===== config.mk =====
export PLATFORM = sky130hd
export DESIGN_NAME = instr_fetch
export DESIGN_NICKNAME = d
export VERILOG_FILES = /design/src/rtl/instr_fetch.sv
export SDC_FILE = /design/constraint.sdc
export NUM_CORES = 1
export LEC_CHECK = 0
export ABC_AREA = 0
export CORE_MARGIN = 2
export CORE_UTILIZATION = 35
export DETAILED_ROUTE_END_ITERATION = 8
export PLACE_DENSITY_LB_ADDON = 0.15
export SYNTH_ARGS = -nofsm -noshare
export SYNTH_HDL_FRONTEND = slang
export SYNTH_SLANG_ARGS = --single-unit

===== constraint.sdc =====
create_clock -name clk -period 1.65 [get_ports clk]
set_input_delay 0.33 -clock clk [delete_from_list [all_inputs] [get_ports clk]]
set_output_delay 0.33 -clock clk [all_outputs]
set_load 0.05 [all_outputs]

===== src/rtl/instr_fetch.sv =====
// Instruction fetch/issue sequencer: holds the pc, reads a one-cycle-latency
// instruction memory, splits each word into opcode/operand fields and strobes
// control_unit once per instruction, advancing or jumping on completion.
module instr_fetch #(
    parameter int unsigned PC_W    = 8,
    parameter logic [7:0]  HALT_OP = 8'hFF
) (
    input  logic            clk,
    input  logic            rst,
    input  logic            start,
    output logic [PC_W-1:0] imem_addr,
    input  logic [15:0]     imem_data,
    input  logic            ins_done,
    input  logic            jump,
    input  logic [PC_W-1:0] jump_addr,
    output logic [7:0]      addr_ins,
    output logic [3:0]      operand1,
    output logic [3:0]      operand2,
    output logic            en,
    output logic [PC_W-1:0] pc,
    output logic            busy,
    output logic            halted
);

    typedef enum logic [2:0] {
        ST_IDLE  = 3'd0,
        ST_FETCH = 3'd1,
        ST_WAIT  = 3'd2,
        ST_ISSUE = 3'd3,
        ST_EXEC  = 3'd4,
        ST_HALT  = 3'd5
    } state_e;

    state_e          state_q;
    logic [PC_W-1:0] pc_q;
    logic [PC_W-1:0] pc_inc_d;
    logic [7:0]      addr_ins_q;
    logic [3:0]      operand1_q;
    logic [3:0]      operand2_q;
    logic            en_q;
    logic            busy_q;
    logic            halted_q;

    // Sequential pc increment; wraps naturally at 2^PC_W.
    always_comb begin
        pc_inc_d = pc_q + PC_W'(1);
    end

    // Sequencer: state, pc, latched fields and registered strobes.
    always_ff @(posedge clk) begin
        if (rst) begin
            state_q    <= ST_IDLE;
            pc_q       <= '0;
            addr_ins_q <= '0;
            operand1_q <= '0;
            operand2_q <= '0;
            en_q       <= 1'b0;
            busy_q     <= 1'b0;
            halted_q   <= 1'b0;
        end else begin
            case (state_q)
                ST_IDLE: begin
                    if (start) begin
                        state_q <= ST_FETCH;
                        busy_q  <= 1'b1;
                    end
                end
                ST_FETCH: begin
                    // imem_addr is already pc; data arrives next cycle.
                    state_q <= ST_WAIT;
                end
                ST_WAIT: begin
                    addr_ins_q <= imem_data[15:8];
                    operand1_q <= imem_data[7:4];
                    operand2_q <= imem_data[3:0];
                    if (imem_data[15:8] == HALT_OP) begin
                        state_q  <= ST_HALT;
                        busy_q   <= 1'b0;
                        halted_q <= 1'b1;
                    end else begin
                        state_q <= ST_ISSUE;
                        en_q    <= 1'b1;
                    end
                end
                ST_ISSUE: begin
                    state_q <= ST_EXEC;
                    en_q    <= 1'b0;
                end
                ST_EXEC: begin
                    if (ins_done) begin
                        pc_q    <= jump ? jump_addr : pc_inc_d;
                        state_q <= ST_FETCH;
                    end
                end
                ST_HALT: begin
                    // Terminal until reset.
                    state_q <= ST_HALT;
                end
                default: begin
                    state_q  <= ST_IDLE;
                    en_q     <= 1'b0;
                    busy_q   <= 1'b0;
                    halted_q <= 1'b0;
                end
            endcase
        end
    end

    assign imem_addr = pc_q;
    assign pc        = pc_q;
    assign addr_ins  = addr_ins_q;
    assign operand1  = operand1_q;
    assign operand2  = operand2_q;
    assign en        = en_q;
    assign busy      = busy_q;
    assign halted    = halted_q;

endmodule


==> results list <==
* Utilization after layout: 0.571
- The routed layout has 1457 vias.
* Wire length of the first global-routing pass: 5860 um
- Leftover overflow at the end of global routing: 0
* Area share of the leading cell type in the synthesized netlist: 0.416
- Max VDD drop: 0.000489 V
- Via count of the first global-routing pass: 1337
- For this configuration, the core starts out at a cell density of 0.361.
* Root Driver: clkbuf_8
* Cell accounting for the most synthesized area: dfxtp_1
- Synthesized instance count: 174
- Largest net degree at the start of global routing: 31
- Worst-path fanout max: 16
- The core region is 4000 sq um.
- Static leakage: 0.892 nW
- Ant diodes: 0
* Number of setup violations in the final report: 0
- Area growth from synthesis to final layout: 58.0%
- The setup path with the least slack is of type in -> reg.
* DRC violation total after the first TritonRoute iteration: 84
- Number of setup buffers added after CTS: 0
* Synth warnings: 0
- Most common cell after layout, fill and taps aside: nand2_1
- In the final design database the tool counted 270 nets.
- Clock buffer count from CTS: 5
- Worst-margin pin slew: 343 ps
* Insertion delay to the later sink of the worst-skew pair: 280 ps
* Relative slew margins: 0.771
* Fmax: 0.658 GHz
* Vias per inst: 5.01
* TritonCTS Sinks: 30
- Routed wire length: 3690 um
- The filler cells instantiated in the layout total 375.
- After clock tree synthesis, the repair step resized 0 gates.
- Area of the mapped netlist: 1450 sq um
- At the worst endpoint, the arrival time is 1690 ps.
* PwrDens: 912 nW/um^2
* Run status: complete, no violations
- Setup repair after global routing left no endpoint under its margin.
- Count of input and output buffers: 63
- The top cell types in the final layout, fill and taps aside, are nand2_1, buf_4, dfxtp_1, clkdlybuf4s50_1, a21oi_1.
- Synthesis-stage register bit count: 30
* Hold Fails Final Rpt: 0
- Walking the worst path, the cells encountered are clkdlybuf4s50_1 > nor4bb_4 > buf_12 > o21ai_0 > a22oi_1 > nor2_1.
- In this design, the stage delay of the slowest critical-path cell is 490 ps.
- Sequential fraction of the synthesis area: 0.416
* Number of buffer and inverter stages on the critical path: 2
* Number of distinct library cell variants in the gate-level netlist after synthesis: 39
- Before antenna repair, the detailed router went through 4 iterations.
- GP Congestion: 0.794
* Maximum level of the CTS H-tree: 2
- Once detail routing completed, the nets flagged for antenna violations numbered 0.
* Clock transition time at the flip-flop clock pins of the worst setup and hold paths: 60 ps
- Type of the tightest min-delay check: reg -> reg
* Crit end category: flip-flop
- By area the synthesized netlist is led by dfxtp_1, nand2_1, a21oi_1.
- Fin area: 2280 sq um
- For this run, design rule violations remaining after detail routing come to 0.
* Synthesized net count: 204
- After legalization and detailed placement, the total HPWL measured 2740 um.
- The number of antenna violations at the first check in global routing was 0.
- The average instance in the mapped netlist occupies 8.31 sq um.
- During I/O placement, the number of pins put on the boundary was 64.
* Placement Cell Area: 2140 sq um
- Dividing the final minimum period by the clock period gives 0.921.
- Die ar.: 4660 sq um
- From left edge to right edge, the die measures 68.3 um.
- After detailed routing, the average wire length per cell comes to 12.7 um.
- Max-cap violations in this run came to 0.
- Worst path required time: 1820 ps
- The worst path needs 1520 ps of the cycle, external delays included.
* Cell Rows: 23
- The total count of max-transition violations in the final report is 0.
* Share of final-layout standard cells stronger than drive strength 1: 0.299
- TritonCTS built the clock tree.
* Worst Clk Skew: 4.39 ps
* GRT Total Usage: 0.170
* Clock buffer depth: 2
- In this run, post-CTS hold repair placed 0 buffers.
* Cell at the slowest stage of the critical path: clkdlybuf4s50_1
* Startpoint type of the worst setup path: input port
* Top cell family by delay on the critical path: buffers and inverters
- Floorplan die height: 68.3 um
## cell usage after synthesis
cell       instances
buf_2              2
nand3b_1           1
mux2i_1            3
a21oi_2            2
nor3_4             1
or3_1              2
buf_12             1
o211ai_1           1
a21oi_1           23
o21ai_2            1
ha_1               1
a211oi_2           3
buf_6              2
a311oi_1           1
or3_2              1
nor3b_1            1
a22o_1             1
inv_1              4
o21ai_0            6
nor2_1            10
nand4_1            3
clkbuf_8           1
nand3_1            3
clkbuf_1           3
a22oi_1            2
or3b_1             1
a2bb2oi_1          2
nor4bb_1           1
and3_1             1
a32oi_1            1
a21o_2             1
a211oi_1           2
nand2_1           42
buf_4             10
nor3_1             1
nor3b_2            1
dfxtp_1           30
inv_2              1
o41ai_1            1
## worst register-to-register path: cells and delay by family, from the launching register on
family                   cells  cell delay (ps)
AND/OR/NAND/NOR              2              520
flip-flops                   1              410
AO/OA/AOI/OAI                2              200
adder cells (fa/ha/maj)      1              190
## through the flow
stage | cells | hold slack [ps] | setup TNS, ps | power [mW] | setup WS [ps]
floorplan | 174 | 466 | 0 | 1.02 | 54.9
global placement | 283 | 443 | -366 | 1.17 | -108
detailed placement | 283 | 450 | -742 | 1.18 | -153
CTS | 291 | 459 | 0 | 2.11 | 147
global route | 291 | 482 | 0 | 2.17 | 50.2
finish | 291 | 455 | 0 | 2.08 | 131
## power by group
part           internal [mW]  switching [mW]  total (mW)
combinational          0.161           0.217       0.378
sequential             0.758          0.0229       0.781
clock                  0.644           0.280       0.924
total                   1.56           0.520        2.08
## logic make-up (layout without fill, tap and decap cells)
logic type               Yosys count  in the layout  synth area share
AO/OA/AOI/OAI                     47             47             0.213
flip-flops                        30             30             0.416
buffers and inverters             24             91             0.119
multiplexers                       3              3            0.0208
AND/OR/NAND/NOR                   69             69             0.223
adder cells (fa/ha/maj)            1              1           0.00866
## layout make-up
type / instances / area (sq um) / share of cell area
clock inverters: 2 / 60.1 / 0.0263
repair buffers: 78 / 768 / 0.336
flip-flops and latches: 30 / 603 / 0.264
multi-input cells: 120 / 688 / 0.301
well taps: 50 / 62.6 / 0.0274
inverters: 5 / 18.8 / 0.00822
clock buffers: 6 / 82.6 / 0.0362
## path summary, 6_finish.rpt
kind,depth (start not counted),endpoint,startpoint,slack (ps)
worst max register to register,5,imem_addr[6],imem_addr[0],220
worst min-delay path,2,addr_ins[4],addr_ins[4],460
worst min register to register,2,addr_ins[4],addr_ins[4],460
worst max-delay path,6,imem_addr[3],ins_done,130
## metal layers
metal	vias to the layer above	wire length [um]	GRT usage
met5	-	0	0
met4	0	67	0.0825
met3	7	237	0.0444
met2	48	1780	0.284
met1	683	1610	0.201
li1	719	-	-
## state kept, by name, indices dropped and copies added (netlist names)
signal     cells
addr_ins       8
busy           1
en             1
halted         1
imem_addr      8
operand1       4
operand2       4
state_q        3
No activity file was read; power rests on OpenSTA's default activity.
